<file path="src/rtl/seg7_scan_driver.sv">
// seg7_scan_driver: time-multiplexed multi-digit 7-segment driver.
// A packed hex word is decoded nibble by nibble and shown one digit at a time.
// New data lands in a shadow register and is committed only at the frame
// boundary, so the display never shows a mix of old and new digits.
// Inputs: load and enable are sampled on the rising clock edge. A load is
// accepted on every cycle it is high; the block applies no backpressure.
// Outputs: seg/dp/an are registered and follow idx/disp/enable with one cycle
// of latency. frame is a one-cycle pulse on the first cycle of a new frame.
module seg7_scan_driver #(
  parameter int DIGITS         = 4,
  parameter int DIV            = 1000,
  parameter int LZB            = 1,
  parameter int SEG_ACTIVE_LOW = 1,
  parameter int AN_ACTIVE_LOW  = 1
) (
  input  logic                  clk,
  input  logic                  rst_n,
  input  logic                  enable,
  input  logic                  load,
  input  logic [4*DIGITS-1:0]   value,
  input  logic [DIGITS-1:0]     dp_in,
  input  logic [DIGITS-1:0]     blank_in,
  output logic [6:0]            seg,
  output logic                  dp,
  output logic [DIGITS-1:0]     an,
  output logic                  frame
);

  localparam int PW = (DIV > 1) ? $clog2(DIV) : 1;
  localparam int IW = (DIGITS > 1) ? $clog2(DIGITS) : 1;

  // Inactive ("unlit") levels of the pins, polarity already applied.
  localparam logic [6:0]        SEG_OFF = (SEG_ACTIVE_LOW != 0) ? 7'h7F : 7'h00;
  localparam logic              DP_OFF  = (SEG_ACTIVE_LOW != 0);
  localparam logic [DIGITS-1:0] AN_OFF  = (AN_ACTIVE_LOW != 0) ? '1 : '0;

  // Hex digit to segments {a,b,c,d,e,f,g}, 1 = lit.
  function automatic logic [6:0] decode(input logic [3:0] n);
    case (n)
      4'h0: decode = 7'b1111110;
      4'h1: decode = 7'b0110000;
      4'h2: decode = 7'b1101101;
      4'h3: decode = 7'b1111001;
      4'h4: decode = 7'b0110011;
      4'h5: decode = 7'b1011011;
      4'h6: decode = 7'b1011111;
      4'h7: decode = 7'b1110000;
      4'h8: decode = 7'b1111111;
      4'h9: decode = 7'b1111011;
      4'hA: decode = 7'b1110111;
      4'hB: decode = 7'b0011111;
      4'hC: decode = 7'b1001110;
      4'hD: decode = 7'b0111101;
      4'hE: decode = 7'b1001111;
      default: decode = 7'b1000111;
    endcase
  endfunction

  logic [PW-1:0]       presc_q, presc_d;
  logic [IW-1:0]       idx_q, idx_d;
  logic                tick, wrap, commit;

  logic [4*DIGITS-1:0] pend_val_q, disp_val_q;
  logic [DIGITS-1:0]   pend_dp_q, disp_dp_q;
  logic [DIGITS-1:0]   pend_bl_q, disp_bl_q;
  logic                pending_q;

  logic [DIGITS-1:0]   lz_vec, blank_vec;
  logic [3:0]          cur_nib;
  logic                cur_dp, cur_blank;
  logic [DIGITS-1:0]   an_sel;
  logic [6:0]          seg_d, seg_q;
  logic                dp_d, dp_q, frame_q;
  logic [DIGITS-1:0]   an_d, an_q;

  assign tick   = (presc_q == PW'(DIV - 1));
  assign wrap   = tick && (idx_q == IW'(DIGITS - 1));
  assign commit = wrap && pending_q;

  // Next prescaler count and digit index.
  always_comb begin
    presc_d = tick ? '0 : presc_q + PW'(1);
    idx_d   = idx_q;
    if (tick) idx_d = wrap ? '0 : idx_q + IW'(1);
  end

  // Prescaler and scan index registers.
  always_ff @(posedge clk or negedge rst_n) begin
    if (!rst_n) begin
      presc_q <= '0;
      idx_q   <= '0;
    end else begin
      presc_q <= presc_d;
      idx_q   <= idx_d;
    end
  end

  // Shadow capture and frame-boundary commit; a load in the commit cycle stays pending.
  always_ff @(posedge clk or negedge rst_n) begin
    if (!rst_n) begin
      pend_val_q <= '0;
      pend_dp_q  <= '0;
      pend_bl_q  <= '0;
      pending_q  <= 1'b0;
      disp_val_q <= '0;
      disp_dp_q  <= '0;
      disp_bl_q  <= '0;
    end else begin
      if (commit) begin
        disp_val_q <= pend_val_q;
        disp_dp_q  <= pend_dp_q;
        disp_bl_q  <= pend_bl_q;
      end
      if (load) begin
        pend_val_q <= value;
        pend_dp_q  <= dp_in;
        pend_bl_q  <= blank_in;
        pending_q  <= 1'b1;
      end else if (commit) begin
        pending_q  <= 1'b0;
      end
    end
  end

  // Per-digit blanking: forced blank, or a leading zero (digit 0 never blanked).
  always_comb begin
    logic run;
    run       = 1'b1;
    lz_vec    = '0;
    blank_vec = '0;
    for (int k = DIGITS - 1; k >= 0; k--) begin
      run       = run && (disp_val_q[4*k +: 4] == 4'h0);
      lz_vec[k] = run;
    end
    for (int k = 0; k < DIGITS; k++) begin
      blank_vec[k] = disp_bl_q[k] | ((LZB != 0) && (k != 0) && lz_vec[k]);
    end
  end

  // Select the current digit and form the next pin levels.
  always_comb begin
    cur_nib   = 4'h0;
    cur_dp    = 1'b0;
    cur_blank = 1'b1;
    an_sel    = '0;
    for (int k = 0; k < DIGITS; k++) begin
      if (idx_q == IW'(k)) begin
        cur_nib   = disp_val_q[4*k +: 4];
        cur_dp    = disp_dp_q[k];
        cur_blank = blank_vec[k];
        an_sel[k] = 1'b1;
      end
    end
    seg_d = SEG_OFF;
    dp_d  = DP_OFF;
    an_d  = AN_OFF;
    if (enable) begin
      an_d = (AN_ACTIVE_LOW != 0) ? ~an_sel : an_sel;
      if (!cur_blank) begin
        seg_d = (SEG_ACTIVE_LOW != 0) ? ~decode(cur_nib) : decode(cur_nib);
        dp_d  = (SEG_ACTIVE_LOW != 0) ? ~cur_dp : cur_dp;
      end
    end
  end

  // Output registers; frame marks the first cycle after the wrap edge.
  always_ff @(posedge clk or negedge rst_n) begin
    if (!rst_n) begin
      seg_q   <= SEG_OFF;
      dp_q    <= DP_OFF;
      an_q    <= AN_OFF;
      frame_q <= 1'b0;
    end else begin
      seg_q   <= seg_d;
      dp_q    <= dp_d;
      an_q    <= an_d;
      frame_q <= wrap;
    end
  end

  assign seg   = seg_q;
  assign dp    = dp_q;
  assign an    = an_q;
  assign frame = frame_q;

endmodule

</file>
<file path="config.mk">
export PLATFORM = sky130hd
export DESIGN_NAME = seg7_scan_driver
export DESIGN_NICKNAME = d
export VERILOG_FILES = /design/src/rtl/seg7_scan_driver.sv
export SDC_FILE = /design/constraint.sdc
export NUM_CORES = 1
export LEC_CHECK = 0
export CAP_MARGIN = 5
export CORE_ASPECT_RATIO = 1.2
export CORE_UTILIZATION = 45
export CTS_CLUSTER_SIZE = 28
export DETAILED_ROUTE_END_ITERATION = 16
export PLACE_DENSITY = 0.79
export SYNTH_ARGS = -nofsm -noshare
export SYNTH_HDL_FRONTEND = slang
export SYNTH_SLANG_ARGS = --single-unit
</file>
<file path="constraint.sdc">
create_clock -name clk -period 6.98 [get_ports clk]
set_input_delay 2.094 -clock clk [delete_from_list [all_inputs] [get_ports clk]]
set_output_delay 2.094 -clock clk [all_outputs]
set_load 0.01 [all_outputs]
</file>
Word-level counts from Yosys, hierarchy flattened
Memories as Yosys holds them, arrays and structs flattened.
Index checks and enable logic that the tools add are counted.
Word-level totals
  bits in registers: 74
  bits in latches: 0
  bits in writable memories: 0
  memory bits (read-only): 112
  input bits: 28
  output and inout bits: 13
  word-level logic and storage cells: 62
  memories kept: 1
Cells by class
  add/sub/neg operators: 2
  multiply operators: 0
  divide/modulo/power cells: 0
  $lt $le $gt $ge: 0
  eq/ne operators: 4
  shift-type cells: 0
  multiplexer cells: 27
  bitwise operators: 6
  reduce and logical (&&, ||, !) cells: 9
Memory list
  (no name shown): depth 16, bits a word 7, rd ports 1, clocked after memory_dff 0, write ports 0, RTL line 39  | case (n)
Operators by type and width (number)
  $mux W7: 4
  $mux W4: 5
  $mux W1: 16
  $logic_not A4 Y1: 3
  $add A10 B1 Y10 const B: 1
  $eq A10 B10 Y1 const B: 1
  $mux W10: 1
  $not A7 Y7: 1
  $eq A2 B2 Y1 const B: 2
  $logic_and A1 B1 Y1: 4
  $not A4 Y4: 1
  $or A1 B1 Y1: 3
  $add A2 B1 Y2 const B: 1
  $eq A2 B1 Y1 const B: 1
  $logic_not A2 Y1: 1
  $mux W2: 1
  $reduce_bool A2 Y1: 1
  $not A1 Y1: 1

Logic depth before layout (Yosys ltp)
Gate-level depths: netlist of the first run.
  depth in word-level cells: 12
  depth in mapped cells: 11
  gate-level depth less buffers: 10

Least setup slack after synthesis of the first run
OpenSTA, ideal clock, no wires.
  path kind: input to register
  start: input port load
  end: register pend_bl_q[3]
  library setup time: 125 ps
  arrival time: 3044 ps
  data required time: 6855 ps
  setup slack: 3811 ps
  stages on the path: 3
  path buffers: 2
  cells stage by stage: clkbuf_1 -> buf_1 -> mux2_2
RTL lines
  start: declaration: RTL line 19  | input logic load,
  end signal: assignment: RTL line 117  | pend_bl_q <= blank_in;
  end: declaration: RTL line 65  | logic [DIGITS-1:0] pend_bl_q, disp_bl_q;
No word-level cell between the ends.

Worst setup path in the final report of the first run
  start: register dp_q (netlist: dp)
  end: output port dp
RTL lines
  start: declaration: RTL line 73  | logic dp_d, dp_q, frame_q;
  start signal: assignment: RTL line 175  | dp_q <= dp_d;
  end: declaration: RTL line 24  | output logic dp,
No word-level cell between the ends.

==> results of run 1 <==
==> routing by layer <==
| layer | up-vias | part of all wire [%] | track usage, % | routed length (um) |
|---|---|---|---|---|
| met5 | - | 0 | 0 | 0 |
| met4 | 0 | 2.4 | 9.31 | 138 |
| met3 | 11 | 2.7 | 3.66 | 155 |
| met2 | 39 | 49 | 24.7 | 2800 |
| met1 | 1053 | 46 | 21.5 | 2650 |
| li1 | 1002 | - | - | - |
==> flip-flops by register name, summed over array words and instances (netlist names) <==
signal / flops
an: 4
disp_bl_q: 4
disp_dp_q: 4
disp_val_q: 16
dp: 1
frame: 1
idx_q: 2
pend_bl_q: 4
pend_dp_q: 4
pend_val_q: 16
pending_q: 1
presc_q: 10
seg: 7
==> synth_stat cells, types with 3 or more instances <==
master	number	area (um^2)
a21oi_1	6	30.0
nand3_1	11	55.1
mux2_4	20	300
xnor2_1	4	35.0
buf_2	6	30.0
nor2b_1	3	18.8
xor2_1	4	35.0
nor2_1	15	56.3
nand2_1	18	67.6
mux2_2	28	315
inv_1	10	37.5
nand3b_1	5	37.5
dfrtp_1	62	1550
a211oi_1	4	30.0
nor4_1	3	18.8
o21ai_0	10	50.1
dfstp_2	12	315
ha_1	11	138
nor3b_1	4	30.0
==> placed cells by master (no fill, tap or decap), drive strengths merged, types with 5 or more instances in the layout <==
| cell | n |
|---|---|
| dfrtp | 62 |
| mux2 | 48 |
| clkdlybuf4s50 | 39 |
| nand2 | 19 |
| nor2 | 15 |
| dfstp | 12 |
| nand3 | 11 |
| ha | 11 |
| inv | 10 |
| o21ai | 10 |
| clkbuf | 10 |
| a21oi | 6 |
| nand3b | 5 |
==> layout make-up <==
type / count / area [um^2] / area share, %
multi-input cells: 167 / 1420 / 34.9
repair buffers: 41 / 403 / 9.91
well taps: 90 / 113 / 2.77
clock buffers: 10 / 138 / 3.39
inverters: 10 / 37.5 / 0.923
flip-flops and latches: 74 / 1870 / 45.9
clock inverters: 6 / 90.1 / 2.22
==> power by group <==
group	total (mW)	switching, mW	internal [mW]
registers	0.454	0.00818	0.446
logic	0.0490	0.0189	0.0302
clock network	0.371	0.159	0.211
total	0.874	0.186	0.688
==> worst paths after layout <==
path                                 start             to  slack [ps]
max in group asynchronous            rst_n       idx_q[1]        4450
worst min register to register  presc_q[9]     presc_q[9]         490
worst max-delay path                    dp             dp        3490
worst max register to register    idx_q[0]         seg[6]        4140
worst min-delay path            presc_q[9]     presc_q[9]         490
min in group asynchronous            rst_n  pend_val_q[8]        1950
==> kinds of logic (layout without fill, tap and decap cells) <==
group	after synthesis	after routing	synth area share [%]
compound gates	33	33	6.80
buf+inv	23	67	4.02
fa+ha+maj	11	11	4.02
mux	48	48	18.0
simple gates	67	67	10.6
flops	74	74	54.6
xor+xnor	8	8	2.05
==> per-stage QoR <==
stage / instance area, um^2 / std cells
after floorplan: 3420 / 264
after global placement: 3840 / 382
after detailed placement: 3840 / 382
after CTS: 4070 / 398
after global routing: 4070 / 398
final: 4070 / 398
==> flow_summary.toml, run 1 <==
[global_route]
grt_pass1_wl_um = 9650
antenna_found_initial = 0
grt_max_degree = 75
gr-total-overflow = 0
grt_pass1_vias = 2080
track_usage_pct = 16.4

[critical_path]
slowest_delay_ps = 520
cp_max_fo = 1
path_buf_inv = 1
cp.depth = 1
critPathTopFamily = "flip-flops"
path_class = "flip-flop to output port"
critPathSlowestCell = "dfstp_2"
critPathLaunchType = "flip-flop"
path_cells = "clkdlybuf4s50_1"
cp.arrival_ps = 1390
critPathCaptureType = "output port"
reg2reg_depth = 8
crit_required_ps = 4890

[detailed_routing]
via_per_inst = 5.29
drcViolationCount = 0
firstDrtPassIters = 5
wirelength_um = 5750
vias = 2105
drt_iter0_markers = 102
final_antenna_net_count = 0
wire_per_inst_um = 14.4

[floorplanning]
die-area_um2 = 7960
start_util_pct = 46.8
rows = 34
die_w_um = 81.6
die_y_um = 97.5
coreArea_um2 = 7320
num_io_pins = 41

[status]
status = "finished clean"

[cells_and_area]
num_antenna_cells = 0
drive_above_1_share_pct = 26.9
synthToLayoutAreaGrowth_pct = 18.8
fin_nets = 342
fin_util_pct = 55.6
fillerInstances = 619

[clock_network]
cts_setup_buffers = 0
htreeDepth = 3
clock_path_buffers = 2
clk_latency_ps = 350
cts_tree = "yes"
cts.clk_slew.worst_paths_ps = 80
cts_sinks = 74
root_buffer = "clkbuf_8"
hold_buffers = 0
cts_buffers = 9
cts_resized = 0

[synth]
avgSynthCellArea_um2 = 13.0
ys_async_sr_fraction_pct = 100
synth-edff-count = 0
synthFlopType = "dfrtp_1"
syn_nets = 303
synth_area_um2 = 3420
seq_area_frac_synth_pct = 54.6
yosysWarningCount = 0
ys_ff_latch = 74
synth_cell_type_count = 40
netlist_instances = 264

[timing]
min_period_over_period_pct = 50.0
rsz0062_at_grt = "false"
holdWs_ps = 492
maxSlewViolCount = 0
max_freq_mhz = 287
fin_ws_ps = 3490
tns_ps = 0
setup_violations = 0
tightest_slew_ps = 1040
finalClockSkew_ps = 9.58
relSlewSlack_pct = 30.3
hold_violations = 0
period_minus_slack_ps = 3490

[flow_run]
maxCapViolations = 0

[worst_hold_path]
hold_depth = 1
hold_path.class = "flip-flop to flip-flop"

[placement]
pre_cts_ws_ps = 3120
dp_hpwl_um = 3960
globalplace.congestion = 0.775
portBuffers = 40

[power]
total_power_mw = 0.874
powerDensity_nw_per_um2 = 215
ir_drop_mv = 0.204
power.leakage_nw = 1.75
(Power assumes the default switching activity.)
==> run 2, diff against run 1 <==
==> constraint.sdc (replaced) <==
create_clock -name clk -period 3.46 [get_ports clk]
set_input_delay 1.038 -clock clk [delete_from_list [all_inputs] [get_ports clk]]
set_output_delay 1.038 -clock clk [all_outputs]
set_load 0.01 [all_outputs]
==> run 2 against run 1 <==
Global-route usage increased by 1.1 points. Flip-flop and latch count unchanged. Sequential share of layout area about the same. Sequential power increased by 100%. Non-clock buffer count increased by 1. Clock power increased by 81%. Worst setup slack got worse by 2800 ps. Utilization decreased by 0.051 points. Die area unchanged.
==> flow_summary.toml, run 2 (same netlist as run 1, synthesis figures left out) <==
[detailed_routing]
firstDrtPassIters = 4
via_per_inst = 5.34
drt_iter0_markers = 93
wire_per_inst_um = 15.1
drcViolationCount = 0
wirelength_um = 6030
final_antenna_net_count = 0
vias = 2131

[power]
power.leakage_nw = 1.75
ir_drop_mv = 0.283
total_power_mw = 1.69
powerDensity_nw_per_um2 = 416

[timing]
rsz0062_at_grt = "false"
min_period_over_period_pct = 78.6
period_minus_slack_ps = 2720
setup_violations = 0
finalClockSkew_ps = 8.82
max_freq_mhz = 368
relSlewSlack_pct = 39.1
fin_ws_ps = 740
tightest_slew_ps = 913
hold_violations = 0
maxSlewViolCount = 0
tns_ps = 0

[critical_path]
critPathLaunchType = "flip-flop"
cp.depth = 8
reg2reg_slack_ps = 740
path_cells = "ha_1 > a211oi_1 > a221oi_1 > inv_1 > ha_1 > or3_1 > o221ai_1 > nand2_1"
path_class = "flip-flop to flip-flop"
slowest_delay_ps = 610
rr_startpoint = "idx_q[0]"
crit_required_ps = 3730
cp_max_fo = 19
reg2reg_depth = 8
critPathCaptureType = "flip-flop"
cp.arrival_ps = 2990
critPathSlowestCell = "a221oi_1"
critPathTopFamily = "compound AO/OA/AOI/OAI gates"
reg2reg_to = "seg[6]"
cp_common_cell = "ha_1"
path_buf_inv = 1

[placement]
pre_cts_ws_ps = 828
dp_hpwl_um = 4240
placed_cells_incl_taps = 383
portBuffers = 40
globalplace.congestion = 0.832

[global_route]
gr-total-overflow = 0
antenna_found_initial = 0
track_usage_pct = 17.6
grt_pass1_wl_um = 10300
grt_max_degree = 45
grt_pass1_vias = 2166

[floorplanning]
num_io_pins = 41
coreArea_um2 = 7320
start_util_pct = 46.8
rows = 34
die_w_um = 81.6
die-area_um2 = 7960
die_y_um = 97.5

[cells_and_area]
instances_no_fill = 399
fin_util_pct = 55.5
fin_nets = 343
top_regs = "disp_val_q (16), pend_val_q (16), presc_q (10)"
final_cell_mix = "dfrtp_1 (62), clkdlybuf4s50_1 (39), mux2_2 (28), mux2_4 (20), nand2_1 (18)"
num_antenna_cells = 0
multi_input_area_um2 = 1420
layout_commonest_cell = "dfrtp_1"
drive_above_1_share_pct = 27.2
seq_area_um2 = 1870
fillerInstances = 599
synthToLayoutAreaGrowth_pct = 18.7

[clock_network]
clock_path_buffers = 2
hold_buffers = 0
root_buffer = "clkbuf_8"
cts_buffers = 9
cts_sinks = 74
cts.clk_slew.worst_paths_ps = 80
clk_latency_ps = 350
cts_setup_buffers = 0
htreeDepth = 3
cts_resized = 0
cts_tree = "yes"

[flow_run]
maxCapViolations = 0

[worst_hold_path]
hp-start = "presc_q[0]"
hold_depth = 1
hold_path.class = "flip-flop to flip-flop"
hold_end = "presc_q[0]"

[status]
status = "finished clean"
run 2: report_power, final:
part	internal [mW]	switching (mW)	leakage [nW]
Combinational	0.0626	0.0384	0.725
Clock	0.368	0.304	0.105
Sequential	0.900	0.0171	0.918
run 2: final cells by class:
cell class                 count  area share, %
clock inverter                 5           1.29
inverter                      10          0.924
sequential                    74           46.0
timing repair buffer          42           10.4
clock buffer                  11           3.73
multi-input combinational    167           34.9
tap                           90           2.77
run 2: per-layer routing:
metal  vias up  GRT usage, %  wire length [um]
met5         -             0                 0
met4         0          8.37               150
met3        14          5.26               223
met2        54          27.6              3060
met1      1060          21.8              2590
li1       1003             -                 -
run 2: worst max-delay path by stage:
stage	slack (ps)	startpoint	to
6_report	740	idx_q[0]	seg[6]
5_1_grt	420	idx_q[0]	seg[3]
3_3_place_gp	920	idx_q[0]	seg[6]
3_5_place_dp	830	idx_q[0]	seg[6]
2_1_floorplan	1110	idx_q[0]	seg[6]
4_1_cts	760	idx_q[0]	seg[6]
run 2: per-stage QoR:
| step | hold WS, ps | area, um^2 |
|---|---|---|
| 5_1_grt | 508 | 4060 |
| 2_1_floorplan | 451 | 3420 |
| 3_3_place_gp | 466 | 3860 |
| 6_report | 488 | 4060 |
| 3_5_place_dp | 476 | 3860 |
| 4_1_cts | 486 | 4060 |
==> run 3, diff against run 2 <==
==> constraint.sdc (replaced) <==
create_clock -name clk -period 2.6 [get_ports clk]
set_input_delay 0.78 -clock clk [delete_from_list [all_inputs] [get_ports clk]]
set_output_delay 0.78 -clock clk [all_outputs]
set_load 0.01 [all_outputs]
==> run 3 against run 2 <==
Sequential share of layout area hardly changed. First-iteration DRC count is 3.2% higher. Utilization hardly changed. Critical path depth is 1 higher. Worst hold slack worse by 65 ps. Register-to-register slack worse by 510 ps. Worst setup slack worse by 510 ps. Via count is 0.33% lower. Clock skew is 2.1 ps lower. Final cell count is 0.75% higher. Clock power is 30% higher. Critical path type unchanged. Largest cell class unchanged.
==> flow_summary.toml, run 3 (same netlist as run 1, synthesis figures left out) <==
[status]
status = "finished clean"

[timing]
rsz0062_at_grt = "false"
finalClockSkew_ps = 6.67
tightest_slew_ps = 563
holdWs_ps = 424
maxSlewViolCount = 0
hold_violations = 0
relSlewSlack_pct = 62.1
max_freq_mhz = 422
period_minus_slack_ps = 2370
setup_violations = 0
min_period_over_period_pct = 91.2
tns_ps = 0

[floorplanning]
coreArea_um2 = 7320
die_w_um = 81.6
start_util_pct = 46.8
die-area_um2 = 7960
rows = 34
num_io_pins = 41
die_y_um = 97.5

[critical_path]
cp.arrival_ps = 2640
critPathCaptureType = "flip-flop"
cp_max_fo = 12
crit_required_ps = 2870
path_class = "flip-flop to flip-flop"
critPathLaunchType = "flip-flop"

[cells_and_area]
fin_nets = 346
seq_area_um2 = 1870
fillerInstances = 631
final_cell_mix = "dfrtp_1 (62), clkdlybuf4s50_1 (39), mux2_2 (28), mux2_4 (20), nand2_1 (18)"
num_antenna_cells = 0
post-route-cell-area_um2 = 4060
drive_above_1_share_pct = 27.9
multi_input_area_um2 = 1420
layout_commonest_cell = "dfrtp_1"
synthToLayoutAreaGrowth_pct = 18.8
top_regs = "disp_val_q (16), pend_val_q (16), presc_q (10)"

[worst_hold_path]
hold_path.class = "input pin to asynchronous set/reset pin"

[clock_network]
cts.clk_slew.worst_paths_ps = 80
root_buffer = "clkbuf_8"
clk_latency_ps = 350
clock_path_buffers = 2
cts_tree = "yes"
cts_setup_buffers = 0
cts_buffers = 9
cts_sinks = 74
cts_resized = 0
hold_buffers = 0
htreeDepth = 3

[placement]
dpl_cell_area_um2 = 3870
portBuffers = 40
globalplace.congestion = 0.836
dp_hpwl_um = 4110

[detailed_routing]
wirelength_um = 5750
final_antenna_net_count = 0
via_per_inst = 5.28
vias = 2124
drt_iter0_markers = 96
firstDrtPassIters = 4
wire_per_inst_um = 14.3
drcViolationCount = 0

[global_route]
grt_pass1_vias = 2214
grt_pass1_wl_um = 10200
track_usage_pct = 17.2
grt_max_degree = 48
antenna_found_initial = 0
gr-total-overflow = 0

[flow_run]
maxCapViolations = 0

[power]
ir_drop_mv = 0.387
total_power_mw = 2.23
powerDensity_nw_per_um2 = 549
power.leakage_nw = 1.75
[run 3: through the flow]
step	cells	utilization [%]	setup WS, ps
3_5_place_dp	386	52.9	222
6_report	402	55.5	229
4_1_cts	402	55.5	213
3_3_place_gp	386	52.9	288
5_1_grt	402	55.5	29.8
2_1_floorplan	264	-	254
[run 3: critical path, stage by stage (launching register included)]
cell	delay (ps)
dfrtp_1	400
inv_1	90
ha_1	330
a211oi_1	290
a221o_1	320
inv_1	130
ha_1	280
and2_1	160
a211oi_1	190
o21ai_0	100
[run 3: layer usage]
metal | wire (um) | global-route usage, %
met5 | 0 | 0
met4 | 193 | 8.91
met3 | 244 | 4.79
met2 | 2770 | 26.5
met1 | 2540 | 21.7
[run 3: worst paths after layout]
path | from | to | slack [ps] | cells after the start
worst max register to register | idx_q[0] | seg[3] | 230 | 9
worst max-delay path | idx_q[0] | seg[3] | 230 | 9
worst min-delay path | rst_n | disp_val_q[13] | 420 | 2
min in group clk | presc_q[0] | presc_q[0] | 490 | 1
worst min register to register | presc_q[0] | presc_q[0] | 490 | 1
max in group asynchronous | rst_n | an[3] | 1700 | 2
[run 3: cell type report]
| class | instances | area share, % |
|---|---|---|
| Timing Repair Buffer | 45 | 10.7 |
| Multi-Input combinational cell | 167 | 34.9 |
| Inverter | 10 | 0.924 |
| Clock buffer | 10 | 3.14 |
| Sequential cell | 74 | 45.9 |
| Tap cell | 90 | 2.77 |
| Clock inverter | 6 | 1.63 |
[run 3: power by group]
group | switching (mW) | internal [mW]
combinational | 0.0499 | 0.0823
sequential | 0.0217 | 1.20
clock | 0.432 | 0.446
